[src/rtl/cpu_defs_pkg.sv]
// Shared definitions for the 16-bit CPU front end: bus source codes, instruction
// field positions and timing-state indices.
package cpu_defs_pkg;

    localparam int SC_W = 4;
    localparam int T_N  = 1 << SC_W;
    localparam int AW   = 12;

    localparam int I_BIT   = 15;
    localparam int OP_HI   = 14;
    localparam int OP_LO   = 12;
    localparam int ADDR_HI = AW - 1;
    localparam int ADDR_LO = 0;

    localparam logic [SC_W-1:0] T0_IDX = SC_W'(0);
    localparam logic [SC_W-1:0] T1_IDX = SC_W'(1);
    localparam logic [SC_W-1:0] T2_IDX = SC_W'(2);
    localparam logic [SC_W-1:0] T3_IDX = SC_W'(3);

    typedef enum logic [2:0] {
        BUS_NONE = 3'd0,
        BUS_AR   = 3'd1,
        BUS_PC   = 3'd2,
        BUS_DR   = 3'd3,
        BUS_AC   = 3'd4,
        BUS_IR   = 3'd5,
        BUS_TR   = 3'd6,
        BUS_MEM  = 3'd7
    } bus_sel_t;

endpackage

[src/rtl/fetch_decode_ctrl_if.sv]
// Control bundle between the fetch/decode front end (master) and the datapath/execute side.
interface fetch_decode_ctrl_if;
    import cpu_defs_pkg::*;

    logic                 run;
    logic [15:0]          ir_data;
    logic                 sc_clr;
    logic [T_N-1:0]       t;
    logic [7:0]           d;
    logic                 i_flag;
    logic                 exec_en;
    bus_sel_t             bus_sel;
    logic                 mem_rd;
    logic                 ar_ld;
    logic                 ar_inr;
    logic                 ar_clr;
    logic                 pc_ld;
    logic                 pc_inr;
    logic                 pc_clr;
    logic                 ir_ld;
    logic                 sc_wrap;

    modport master (
        input  run, ir_data, sc_clr,
        output t, d, i_flag, exec_en, bus_sel, mem_rd,
               ar_ld, ar_inr, ar_clr, pc_ld, pc_inr, pc_clr, ir_ld, sc_wrap
    );

    modport slave (
        output run, ir_data, sc_clr,
        input  t, d, i_flag, exec_en, bus_sel, mem_rd,
               ar_ld, ar_inr, ar_clr, pc_ld, pc_inr, pc_clr, ir_ld, sc_wrap
    );

endinterface

[src/rtl/seq_counter.sv]
// Sequence counter with synchronous clear, increment and hold; flags a natural
// wrap from all-ones to zero one cycle after it happens.
module seq_counter #(
    parameter int W = 4
) (
    input  logic         clk,
    input  logic         rst_n,
    input  logic         clr,
    input  logic         inr,
    output logic [W-1:0] count,
    output logic         wrap
);

    logic [W-1:0] count_reg;
    logic         wrap_reg;

    always_ff @(posedge clk) begin
        if (!rst_n) begin
            count_reg <= '0;
            wrap_reg  <= 1'b0;
        end else begin
            wrap_reg <= inr && !clr && (count_reg == '1);
            if (clr) begin
                count_reg <= '0;
            end else if (inr) begin
                count_reg <= count_reg + 1'b1;
            end
        end
    end

    assign count = count_reg;
    assign wrap  = wrap_reg;

endmodule

[src/rtl/fetch_decode_ctrl.sv]
// Timing and control front end: T-state decode, fetch/decode/indirect strobes and
// the hand-off to the execute unit.
module fetch_decode_ctrl
    import cpu_defs_pkg::*;
(
    input  logic                 clk,
    input  logic                 rst_n,
    fetch_decode_ctrl_if.master  bus
);

    logic [SC_W-1:0] sc;
    logic            sc_clr_ok;
    logic            sc_wrap;
    logic [T_N-1:0]  t_vec;
    logic [7:0]      d_reg;
    logic            i_flag_reg;

    // Early clears would abort the fetch itself, so they only count from T3 on.
    assign sc_clr_ok = bus.sc_clr && (sc >= T3_IDX);

    seq_counter #(.W(SC_W)) u_sc (
        .clk   (clk),
        .rst_n (rst_n),
        .clr   (sc_clr_ok),
        .inr   (bus.run),
        .count (sc),
        .wrap  (sc_wrap)
    );

    for (genvar gi = 0; gi < T_N; gi++) begin : g_t
        assign t_vec[gi] = (sc == SC_W'(gi));
    end

    always_ff @(posedge clk) begin
        if (!rst_n) begin
            d_reg      <= 8'h00;
            i_flag_reg <= 1'b0;
        end else if (bus.run && (sc == T2_IDX)) begin
            d_reg      <= 8'h01 << bus.ir_data[OP_HI:OP_LO];
            i_flag_reg <= bus.ir_data[I_BIT];
        end
    end

    bus_sel_t bus_sel;
    logic     mem_rd;
    logic     ar_ld;
    logic     pc_inr;
    logic     ir_ld;
    logic     exec_en;

    always_comb begin
        bus_sel = BUS_NONE;
        mem_rd  = 1'b0;
        ar_ld   = 1'b0;
        pc_inr  = 1'b0;
        ir_ld   = 1'b0;
        exec_en = 1'b0;
        if (bus.run) begin
            case (sc)
                T0_IDX: begin
                    bus_sel = BUS_PC;
                    ar_ld   = 1'b1;
                end
                T1_IDX: begin
                    bus_sel = BUS_MEM;
                    mem_rd  = 1'b1;
                    ir_ld   = 1'b1;
                    pc_inr  = 1'b1;
                end
                T2_IDX: begin
                    bus_sel = BUS_IR;
                    ar_ld   = 1'b1;
                end
                T3_IDX: begin
                    // Register-reference/I-O go straight to execute; memory-ref may need an indirect hop.
                    if (d_reg[7]) begin
                        exec_en = 1'b1;
                    end else if (i_flag_reg) begin
                        bus_sel = BUS_MEM;
                        mem_rd  = 1'b1;
                        ar_ld   = 1'b1;
                    end
                end
                default: exec_en = 1'b1;
            endcase
        end
    end

    assign bus.t       = t_vec;
    assign bus.d       = d_reg;
    assign bus.i_flag  = i_flag_reg;
    assign bus.exec_en = exec_en;
    assign bus.bus_sel = bus_sel;
    assign bus.mem_rd  = mem_rd;
    assign bus.ar_ld   = ar_ld;
    assign bus.ar_inr  = 1'b0;
    assign bus.ar_clr  = 1'b0;
    assign bus.pc_ld   = 1'b0;
    assign bus.pc_inr  = pc_inr;
    assign bus.pc_clr  = 1'b0;
    assign bus.ir_ld   = ir_ld;
    assign bus.sc_wrap = sc_wrap;

endmodule

[src/flat_wrapper.sv]
// flat-port wrapper written by rule: the top's interface ports become plain ports
module fetch_decode_ctrl_flat import cpu_defs_pkg::*;
  (clk, rst_n, bus_run, bus_ir_data, bus_sc_clr, bus_t, bus_d, bus_i_flag, bus_exec_en, bus_bus_sel, bus_mem_rd, bus_ar_ld, bus_ar_inr, bus_ar_clr, bus_pc_ld, bus_pc_inr, bus_pc_clr, bus_ir_ld, bus_sc_wrap);
  fetch_decode_ctrl_if bus_i ();
  input  logic clk;
  input  logic rst_n;
  input wire logic [$bits(bus_i.run)-1:0] bus_run;
  input wire logic [$bits(bus_i.ir_data)-1:0] bus_ir_data;
  input wire logic [$bits(bus_i.sc_clr)-1:0] bus_sc_clr;
  output wire logic [$bits(bus_i.t)-1:0] bus_t;
  output wire logic [$bits(bus_i.d)-1:0] bus_d;
  output wire logic [$bits(bus_i.i_flag)-1:0] bus_i_flag;
  output wire logic [$bits(bus_i.exec_en)-1:0] bus_exec_en;
  output wire logic [$bits(bus_i.bus_sel)-1:0] bus_bus_sel;
  output wire logic [$bits(bus_i.mem_rd)-1:0] bus_mem_rd;
  output wire logic [$bits(bus_i.ar_ld)-1:0] bus_ar_ld;
  output wire logic [$bits(bus_i.ar_inr)-1:0] bus_ar_inr;
  output wire logic [$bits(bus_i.ar_clr)-1:0] bus_ar_clr;
  output wire logic [$bits(bus_i.pc_ld)-1:0] bus_pc_ld;
  output wire logic [$bits(bus_i.pc_inr)-1:0] bus_pc_inr;
  output wire logic [$bits(bus_i.pc_clr)-1:0] bus_pc_clr;
  output wire logic [$bits(bus_i.ir_ld)-1:0] bus_ir_ld;
  output wire logic [$bits(bus_i.sc_wrap)-1:0] bus_sc_wrap;
  assign bus_i.run = bus_run;
  assign bus_i.ir_data = bus_ir_data;
  assign bus_i.sc_clr = bus_sc_clr;
  assign bus_t = bus_i.t;
  assign bus_d = bus_i.d;
  assign bus_i_flag = bus_i.i_flag;
  assign bus_exec_en = bus_i.exec_en;
  assign bus_bus_sel = bus_i.bus_sel;
  assign bus_mem_rd = bus_i.mem_rd;
  assign bus_ar_ld = bus_i.ar_ld;
  assign bus_ar_inr = bus_i.ar_inr;
  assign bus_ar_clr = bus_i.ar_clr;
  assign bus_pc_ld = bus_i.pc_ld;
  assign bus_pc_inr = bus_i.pc_inr;
  assign bus_pc_clr = bus_i.pc_clr;
  assign bus_ir_ld = bus_i.ir_ld;
  assign bus_sc_wrap = bus_i.sc_wrap;
  fetch_decode_ctrl u_core (.clk(clk), .rst_n(rst_n), .bus(bus_i));
endmodule
[config.mk]
export PLATFORM = sky130hd
export DESIGN_NAME = fetch_decode_ctrl_flat
export DESIGN_NICKNAME = d
export VERILOG_FILES = /design/src/rtl/cpu_defs_pkg.sv /design/src/rtl/fetch_decode_ctrl_if.sv /design/src/rtl/seq_counter.sv /design/src/rtl/fetch_decode_ctrl.sv /design/src/flat_wrapper.sv
export SDC_FILE = /design/constraint.sdc
export NUM_CORES = 1
export LEC_CHECK = 0
export CORE_MARGIN = 4
export CORE_UTILIZATION = 35
export CTS_BUF_LIST = sky130_fd_sc_hd__clkbuf_4 sky130_fd_sc_hd__clkbuf_8 sky130_fd_sc_hd__clkbuf_16
export DETAILED_ROUTE_END_ITERATION = 10
export GPL_TIMING_DRIVEN = 0
export HOLD_SLACK_MARGIN = 0.02
export PLACE_DENSITY = 0.88
export RECOVER_POWER = 50
export SLEW_MARGIN = 5
export SYNTH_ARGS = -nofsm -noshare
export SYNTH_HDL_FRONTEND = slang
export SYNTH_SLANG_ARGS = --single-unit
export TNS_END_PERCENT = 10
[constraint.sdc]
create_clock -name clk -period 2.94 [get_ports clk]
set_clock_uncertainty 0.1 [all_clocks]
set_input_delay 0.882 -clock clk [delete_from_list [all_inputs] [get_ports clk]]
set_output_delay 0.882 -clock clk [all_outputs]
set_load 0.02 [all_outputs]
==> flow_metrics.env, run 1 <==
export IMPL_rows=18
export IMPL_cellPowerDensity_mw_per_mm2=346.0
export IMPL_gp_congestion=0.8056
export IMPL_synth_seq_cells=14
export IMPL_vdd_ir_drop_max_v=0.0002269
export IMPL_grt_start_max_net_pins=11
export IMPL_fp_coreArea_mm2=0.002545
export IMPL_area_growth_pct=50.71
export IMPL_tritoncts="done"
export IMPL_drc=0
export IMPL_drive_above_1_share_pct=23.75
export IMPL_die_y_um=60.50
export IMPL_fin_hold_ws_ps=355.1
export IMPL_antenna_found_initial=0
export IMPL_synth_top_cell_by_area="dfxtp_1"
export IMPL_place_ws_ps=-400.7
export IMPL_synth_cells=114
export IMPL_r2r_setup_slack_ps=1370
export IMPL_start_util_pct=37.91
export IMPL_htree_num_levels=1
export IMPL_final_max_slew_viol_count=0
export IMPL_grt_util_met1_pct=16.47
export IMPL_post_route_period_util_pct=98.86
export IMPL_timing_fmax_mhz=344.1
export IMPL_fillers=226
export IMPL_yosysSeqAreaShare_pct=29.05
export IMPL_top_usage_layer="met2"
export IMPL_drt_iter0_drc=18
export IMPL_max_cap_viol_count=0
export IMPL_synthArstFlopShare_pct=0
export IMPL_io_pins=58
export IMPL_ctsRootBufferMaster="clkbuf_4"
export IMPL_timing_rr_end="u_core.bus.d[3]"
export IMPL_dr_pass1_iters=2
export IMPL_ys_flop_type="dfxtp_1"
export IMPL_worst_path_stages=4
export IMPL_layout_nets=185
export IMPL_synth_area_um2=964.7
export IMPL_hold_viol=0
export IMPL_endpoint="bus_mem_rd"
export IMPL_yosysTopAreaCellShare_pct=29.05
export IMPL_dieArea_mm2=0.003660
export IMPL_vias=938
export IMPL_grt_use_met3_pct=1.489
export IMPL_hp_class="flip-flop to flip-flop"
export IMPL_synth_edf_count=0
export IMPL_synthTopCellsByArea="dfxtp_1 (29%), and2_1 (7.8%), o21ai_2 (6.4%)"
export IMPL_grt_pass1_vias=905
export IMPL_setup_ws_ps=33.57
export IMPL_grt_pass1_wl_mm=3.953
export IMPL_global_route_overflow_total=0
export IMPL_crit_chain="buf_6 > or3b_4 > and2b_2 > dlygate4sd2_1"
export IMPL_path_buf_inv=2
export IMPL_ys_warn_count=0
export IMPL_cts_max_path_buffers=2
export IMPL_crit_path_end_kind="primary output"
export IMPL_finalSetupViolations=0
export IMPL_critical_path_class="input port to primary output"
export IMPL_ys_types=35
export IMPL_status="complete, no violations"
export IMPL_crit_required_ps=1960
export IMPL_worstReg2RegStart="u_core.u_sc.count[0]"
export IMPL_clk_latency_ps=290
export IMPL_die_x_um=60.50
export IMPL_min_period_ps=2906
export IMPL_crit_path_max_fanout=8
export IMPL_cp_slowest_stage_delay_ps=400
export IMPL_reg2reg_depth=6
export IMPL_antenna_cells=0
export IMPL_cts_clk_slew_worst_paths_ps=90
export IMPL_cp_startpoint="bus_run"
export IMPL_utilization_pct=57.13
export IMPL_crit_path_top_delay_cell="or3b_4"
export IMPL_cp_arrival_ps=1920
export IMPL_clkSinkCount=14
export IMPL_largest_reg_flops=8
export IMPL_crit_path_start_kind="input port"
export IMPL_crit_family="simple AND/OR/NAND/NOR gates"
export IMPL_rsz0062_at_grt="true"
export IMPL_port_buffers=39
export IMPL_dpl_hpwl_mm=1.973
export IMPL_track_usage_pct=13.77
export IMPL_wire_per_inst_um=13.45
export IMPL_cts_buffers_inserted=3
export IMPL_avgSynthCellArea_um2=8.462
export IMPL_drt_wl_total_mm=2.556
export IMPL_viasPerCell=4.937
export IMPL_antenna_left=0
export IMPL_p_leak_nw=0.6673
export IMPL_grtUsageMet2_pct=25.46
==> tightest hold or removal path, delay by kind of cell, from the launching register on <==
kind	cells	cell delay, ps
DFF	1	310
AOI/OAI and AO/OA	1	60
and+or+nand+nor	1	50
==> synth_stat cells, drive strengths merged, types with 3 or more instances <==
cell type / number
nand4: 6
nand2: 14
dfxtp: 14
nor2: 8
and3: 5
buf: 13
ha: 4
nor2b: 4
and2: 12
o21a: 3
o21ai: 8
==> area by class of cell <==
type / count / area [um^2] / share of cell area (%)
Buffer: 14 / 115.1 / 7.917
Multi-Input combinational cell: 87 / 588.1 / 40.45
Inverter: 2 / 7.507 / 0.5164
Clock buffer: 4 / 36.28 / 2.496
Timing Repair Buffer: 39 / 386.6 / 26.59
Tap cell: 30 / 37.54 / 2.582
Sequential cell: 14 / 282.8 / 19.45
==> stage by stage <==
stage | cell area (um^2) | std cells | setup TNS (ps) | power [mW]
after global placement | 1404 | 186 | -1285 | 0.3546
after detailed placement | 1404 | 186 | -1492 | 0.3605
after CTS | 1458 | 190 | 0 | 0.5053
final | 1454 | 190 | 0 | 0.5030
after floorplan | 975.9 | 117 | 0 | 0.2997
after global routing | 1454 | 190 | -3.076 | 0.5220
==> per-layer routing <==
| metal | routed length [um] | vias up |
|---|---|---|
| li1 | - | 463 |
| met1 | 1047 | 440 |
| met2 | 1285 | 30 |
| met3 | 186 | 5 |
| met4 | 37 | 0 |
| met5 | 0 | - |
==> report_power, final <==
group	internal (mW)	total, mW	switching [mW]
Clock	0.0756	0.145	0.0693
Combinational	0.0734	0.158	0.0849
Sequential	0.195	0.200	0.00531
==> worst min path at each step <==
stage               cells after the start  slack, ps              end            start
floorplan                               2        430  u_core.bus.d[4]  u_core.bus.d[4]
global placement                        2        340  u_core.bus.d[4]  u_core.bus.d[4]
detailed placement                      2        350  u_core.bus.d[6]  u_core.bus.d[6]
CTS                                     2        360  u_core.bus.d[6]  u_core.bus.d[6]
global route                            2        380  u_core.bus.d[5]  u_core.bus.d[5]
finish                                  2        360  u_core.bus.d[6]  u_core.bus.d[6]
==> repair_timing <==
item                                   in CTS  in global routing
buffers inserted                            0                  0
endpoints found under the hold margin       0                  0
hold buffers                                0                  0
resized for setup                          16                 10
setup endpoints to repair                   7                 16
==> logic make-up (layout without fill, tap and decap cells) <==
group,count (synthesis),in the layout,share of synthesized area (%)
flops,14,14,29.05
compound gates,13,13,10.51
xor+xnor,3,3,2.724
buf+inv,16,59,12.45
simple gates,61,61,37.62
other cells,1,4,0.3887
mux,2,2,2.075
fa+ha+maj,4,4,5.188
==> cell usage in the layout (no fill, tap or decap), types with 3 or more instances in the layout <==
master / count
and2_1: 12
and3_1: 4
buf_2: 4
buf_4: 7
clkbuf_4: 4
clkdlybuf4s50_1: 20
conb_1: 4
dfxtp_1: 12
dlygate4sd3_1: 11
ha_2: 3
nand2_1: 14
nand4_1: 6
nor2_1: 6
nor2b_1: 3
o21a_1: 3
o21ai_0: 5
o21ai_2: 3
No activity file was read; power rests on OpenSTA's default activity.
==> run 2: changes to the inputs <==
--- a/config.mk
+++ b/config.mk
@@ -5,7 +5,7 @@
 export SDC_FILE = /design/constraint.sdc
 export NUM_CORES = 1
 export LEC_CHECK = 0
-export CORE_MARGIN = 4
+export CORE_MARGIN = 2
 export CORE_UTILIZATION = 35
 export CTS_BUF_LIST = sky130_fd_sc_hd__clkbuf_4 sky130_fd_sc_hd__clkbuf_8 sky130_fd_sc_hd__clkbuf_16
 export DETAILED_ROUTE_END_ITERATION = 10
==> run 2 against run 1 <==
Compared with the run above:
- via count is 4.9% lower
- worst hold slack better by 12 ps
- maximum frequency is 0.27% higher
- flip-flop and latch count stayed put
- critical path depth stayed put
- total power is 8.1% lower
==> flow_metrics.env, run 2 (synthesis results as in run 1) <==
export IMPL_rsz0062_at_grt="true"
export IMPL_cp_slowest_stage_delay_ps=390
export IMPL_dieArea_mm2=0.003192
export IMPL_layout_commonest_cell="clkdlybuf4s50_1"
export IMPL_tritoncts="done"
export IMPL_global_route_overflow_total=0
export IMPL_status="complete, no violations"
export IMPL_wire_per_inst_um=11.32
export IMPL_die_x_um=56.50
export IMPL_final_cell_area_mm2=0.001434
export IMPL_crit_path_start_kind="input port"
export IMPL_largest_reg_flops=8
export IMPL_power_uw=462.1
export IMPL_area_growth_pct=48.64
export IMPL_antenna_found_initial=0
export IMPL_drive_above_1_share_pct=24.53
export IMPL_grt_pass1_vias=804
export IMPL_die_y_um=56.50
export IMPL_critical_path_class="input port to primary output"
export IMPL_dpl_cell_area_mm2=0.001405
export IMPL_crit_chain="buf_6 > or3b_4 > and2b_2 > dlygate4sd2_1"
export IMPL_worstReg2RegStart="u_core.u_sc.count[0]"
export IMPL_layout_nets=185
export IMPL_cp_startpoint="bus_run"
export IMPL_timing_fmax_mhz=345.0
export IMPL_viasPerCell=4.695
export IMPL_ctsRootBufferMaster="clkbuf_4"
export IMPL_dr_pass1_iters=4
export IMPL_fp_coreArea_mm2=0.002686
export IMPL_mostFrequentLayoutCells="clkdlybuf4s50_1 (32), nand2_1 (14), dfxtp_1 (14)"
export IMPL_hp_class="flip-flop to flip-flop"
export IMPL_io_pins=58
export IMPL_clk_latency_ps=280
export IMPL_p_leak_nw=0.6037
export IMPL_vias=892
export IMPL_port_buffers=39
export IMPL_finalSetupViolations=0
export IMPL_crit_path_max_fanout=8
export IMPL_cts_setup_buffers=0
export IMPL_cts_max_path_buffers=2
export IMPL_post_route_period_util_pct=98.60
export IMPL_cts_clk_slew_worst_paths_ps=80
export IMPL_hold_buffers=0
export IMPL_drc=0
export IMPL_clkSinkCount=14
export IMPL_crit_path_end_kind="primary output"
export IMPL_htree_num_levels=1
export IMPL_cp_arrival_ps=1920
export IMPL_drt_wl_total_mm=2.150
export IMPL_hold_viol=0
export IMPL_antenna_left=0
export IMPL_crit_required_ps=1960
export IMPL_drt_iter0_drc=18
export IMPL_antenna_cells=0
export IMPL_endpoint="bus_mem_rd"
export IMPL_grt_start_max_net_pins=11
export IMPL_crit_path_top_delay_cell="or3b_4"
export IMPL_rows=19
export IMPL_start_util_pct=35.91
export IMPL_final_max_slew_viol_count=0
export IMPL_cts_buffers_inserted=3
export IMPL_cellPowerDensity_mw_per_mm2=322.3
export IMPL_vdd_ir_drop_max_v=0.0001955
export IMPL_min_period_ps=2899
export IMPL_gp_congestion=0.7707
export IMPL_r2r_setup_slack_ps=1340
export IMPL_reg2reg_depth=7
export IMPL_max_cap_viol_count=0
export IMPL_timing_rr_end="u_core.bus.d[4]"
export IMPL_grt_pass1_wl_mm=3.560
export IMPL_track_usage_pct=13.56
run 2: worst max-delay path, delay by kind of cell:
kind	cells	cell delay (ps)
buffers and inverters	2	420
AND/OR/NAND/NOR	2	610
run 2: how the worst min path moves through the flow:
| stage | from | end | slack [ps] | depth (start not counted) |
|---|---|---|---|---|
| detailed placement | u_core.bus.d[6] | u_core.bus.d[6] | 360 | 2 |
| global route | u_core.bus.d[5] | u_core.bus.d[5] | 370 | 2 |
| finish | u_core.bus.d[6] | u_core.bus.d[6] | 370 | 2 |
| global placement | u_core.bus.d[4] | u_core.bus.d[4] | 340 | 2 |
| CTS | u_core.bus.d[6] | u_core.bus.d[6] | 370 | 2 |
| floorplan | u_core.bus.d[4] | u_core.bus.d[4] | 430 | 2 |
run 2: cell type report:
| type | instances | area, um^2 |
|---|---|---|
| fill | 237 | 1252 |
| timing repair buffer | 39 | 374.1 |
| tap | 31 | 38.79 |
| sequential | 14 | 280.3 |
| clock buffer | 3 | 22.52 |
| buffer | 14 | 112.6 |
| multi-input combinational | 87 | 598.1 |
| inverter | 2 | 7.507 |
run 2: power by group:
part	leakage (nW)	internal, mW	switching [mW]
logic	0.477	0.0712	0.0825
registers	0.113	0.194	0.00531
clock network	0.0138	0.0476	0.0616
run 2: metrics by stage:
stage	TNS, ps	util, %	std cells	hold WS, ps	worst slack (ps)
global route	-32.43	53.38	190	373.8	-32.43
CTS	0	53.10	190	368.9	3.969
finish	0	53.38	190	367.1	41.29
global placement	-1241	52.31	187	343.1	-348.2
floorplan	0	-	117	425.3	74.41
detailed placement	-1390	52.31	187	355.9	-379.0
run 2: timing repair:
item / CTS / global route
pin swaps: 1 / 0
setup endpoints to repair: 6 / 8
gates resized for setup: 9 / 9
run 2: metal layers:
metal | wire [um] | vias up | global-route usage, %
met5 | 0 | - | 0
met4 | 11 | 0 | 4.082
met3 | 112 | 2 | 2.074
met2 | 1056 | 28 | 22.92
met1 | 970 | 396 | 17.69
li1 | - | 466 | -
==> run 3: changes to the inputs <==
--- a/config.mk
+++ b/config.mk
@@ -5,13 +5,13 @@
 export SDC_FILE = /design/constraint.sdc
 export NUM_CORES = 1
 export LEC_CHECK = 0
-export CORE_MARGIN = 2
-export CORE_UTILIZATION = 35
+export CORE_MARGIN = 1.5
+export CORE_UTILIZATION = 30
 export CTS_BUF_LIST = sky130_fd_sc_hd__clkbuf_4 sky130_fd_sc_hd__clkbuf_8 sky130_fd_sc_hd__clkbuf_16
 export DETAILED_ROUTE_END_ITERATION = 10
 export GPL_TIMING_DRIVEN = 0
 export HOLD_SLACK_MARGIN = 0.02
-export PLACE_DENSITY = 0.88
+export PLACE_DENSITY = 0.79
 export RECOVER_POWER = 50
 export SLEW_MARGIN = 5
 export SYNTH_ARGS = -nofsm -noshare
==> constraint.sdc (replaced) <==
create_clock -name clk -period 2.8 [get_ports clk]
set_clock_uncertainty 0.1 [all_clocks]
set_input_delay 0.84 -clock clk [delete_from_list [all_inputs] [get_ports clk]]
set_output_delay 0.84 -clock clk [all_outputs]
set_load 0.02 [all_outputs]
==> run 3 against run 2 <==
Compared with the run above:
- sequential power increased by 6%
- core utilization shrank 4.6 points
- non-clock buffer count did not move
- wire length increased by 9.7%
- setup slack got worse by 22 ps
- first-iteration DRC count is 39% lower
- worst hold slack lost 7.5 ps
- final area increased by 3.8%
- total power up 13%
- final cell count increased by 7.4%
- flip-flop and latch count stayed put
- critical endpoint is now bus_bus_sel[2]
- largest power group unchanged
==> flow_metrics.env, run 3 (synthesis results as in run 1) <==
export IMPL_vdd_ir_drop_max_v=0.0001463
export IMPL_p_comb_share_pct=31.3
export IMPL_rsz0062_at_grt="true"
export IMPL_crit_path_max_fanout=8
export IMPL_io_pins=58
export IMPL_p_seq_share_pct=40.3
export IMPL_top_usage_layer="met2"
export IMPL_p_int_uw=358.4
export IMPL_timing_fmax_mhz=359.6
export IMPL_drive_above_1_share_pct=29.38
export IMPL_p_leak_nw=0.7633
export IMPL_hold_viol=0
export IMPL_start_util_pct=31.60
export IMPL_antenna_left=0
export IMPL_wire_per_inst_um=11.56
export IMPL_cts_buffers_inserted=3
export IMPL_crit_path_start_kind="input port"
export IMPL_grt_pass1_wl_mm=3.719
export IMPL_dr_pass1_iters=4
export IMPL_vias=919
export IMPL_global_route_overflow_total=0
export IMPL_grt_start_max_net_pins=11
export IMPL_layout_nets=185
export IMPL_viasPerCell=4.505
export IMPL_die_x_um=59.71
export IMPL_status="complete, no violations"
export IMPL_crit_required_ps=1860
export IMPL_cts_setup_buffers=0
export IMPL_layout_commonest_cell="clkdlybuf4s50_1"
export IMPL_p_sw_uw=162.9
export IMPL_grt_use_met3_pct=3.247
export IMPL_final_cells=204
export IMPL_track_usage_pct=13.39
export IMPL_fillers=320
export IMPL_cp_arrival_ps=1840
export IMPL_crit_path_end_kind="primary output"
export IMPL_drc=0
export IMPL_setup_ws_ps=18.89
export IMPL_antenna_cells=0
export IMPL_fp_coreArea_mm2=0.003053
export IMPL_dpl_cell_count=200
export IMPL_grtUsageMet2_pct=22.05
export IMPL_htree_num_levels=1
export IMPL_dpl_hpwl_mm=1.767
export IMPL_drt_iter0_drc=11
export IMPL_p_clk_share_pct=28.4
export IMPL_area_growth_pct=54.22
export IMPL_reg2reg_depth=7
export IMPL_min_period_ps=2781
export IMPL_antenna_found_initial=0
export IMPL_rows=20
export IMPL_gp_congestion=0.8368
export IMPL_dieArea_mm2=0.003565
export IMPL_hp_class="flip-flop to flip-flop"
export IMPL_holdPathStages=2
export IMPL_clkSinkCount=14
export IMPL_cts_max_path_buffers=2
export IMPL_critical_path_class="input port to primary output"
export IMPL_swShare_pct=31.25
export IMPL_place_ws_ps=-435.9
export IMPL_grt_pass1_vias=810
export IMPL_mostFrequentLayoutCells="clkdlybuf4s50_1 (20), nand2_1 (14), and2_1 (12), dfxtp_1 (12)"
export IMPL_max_cap_viol_count=0
export IMPL_cellPowerDensity_mw_per_mm2=350.4
export IMPL_die_y_um=59.71
export IMPL_clk_latency_ps=280
export IMPL_drt_wl_total_mm=2.358
export IMPL_grt_util_met1_pct=17.31
export IMPL_ctsRootBufferMaster="clkbuf_4"
export IMPL_tritoncts="done"
export IMPL_post_route_period_util_pct=99.33
export IMPL_final_max_slew_viol_count=0
export IMPL_cts_clk_slew_worst_paths_ps=90
export IMPL_port_buffers=39
export IMPL_finalSetupViolations=0
export IMPL_largest_reg_flops=8
run 3: cell count changes in the layout (fill, tap and decap cells not counted), sizes merged:
cell           before  now
dlygate4sd2         3    2
buf                14   16
dlygate4sd3         1    2
dlymetal6s2s        0    8
clkdlybuf4s50      32   20
clkbuf              6    8
clkdlybuf4s15       0    1
run 3: timing repair:
item | in CTS | in global routing
setup endpoints to repair | 12 | 19
hold buffers | 0 | 0
gates resized for setup | 21 | 20
pin swaps | 1 | 1
run 3: cell type report:
class,count,area [um^2],share of cell area (%)
multi-input combinational,87,605.6,40.71
timing repair buffer,39,382.9,25.74
sequential,14,285.3,19.18
buffer,14,115.1,7.738
tap,44,55.05,3.701
clock buffer,4,36.28,2.439
inverter,2,7.507,0.5046
run 3: metal layers:
metal  up-vias  wire length [um]
met3         3               115
li1        470                 -
met5         -                 0
met2        24              1213
met4         0                18
met1       422              1011
run 3: critical path: stages:
cell	delay (ps)
buf_6	100
or3b_4	400
nor2_2	120
o21a_1	150
buf_4	100
buf_4	120
run 3: worst paths after layout:
kind / from / endpoint / slack, ps
max: bus_run / bus_bus_sel[2] / 20
min: u_core.bus.d[4] / u_core.bus.d[4] / 360
max reg2reg: u_core.u_sc.count[0] / u_core.bus.i_flag / 1250
min reg2reg: u_core.bus.d[4] / u_core.bus.d[4] / 360
run 3: power groups by stage:
| stage | clock network, mW | registers [mW] | logic (mW) |
|---|---|---|---|
| after floorplan | 0 | 0.214 | 0.101 |
| after global placement | 0 | 0.213 | 0.160 |
| after detailed placement | 0 | 0.214 | 0.163 |
| after CTS | 0.153 | 0.210 | 0.159 |
| after global routing | 0.159 | 0.211 | 0.176 |
| final | 0.148 | 0.210 | 0.163 |
run 3: stage by stage:
step	hold WS (ps)	TNS [ps]	utilization [%]	power (mW)	instance area, um^2
5_1_grt	388.0	-37.91	48.73	0.5462	1488
2_1_floorplan	425.3	0	-	0.3147	975.9
6_report	359.6	0	48.73	0.5213	1488
4_1_cts	363.4	-27.41	47.75	0.5216	1458
3_3_place_gp	340.6	-1658	46.56	0.3733	1421
3_5_place_dp	350.7	-1770	46.56	0.3766	1421
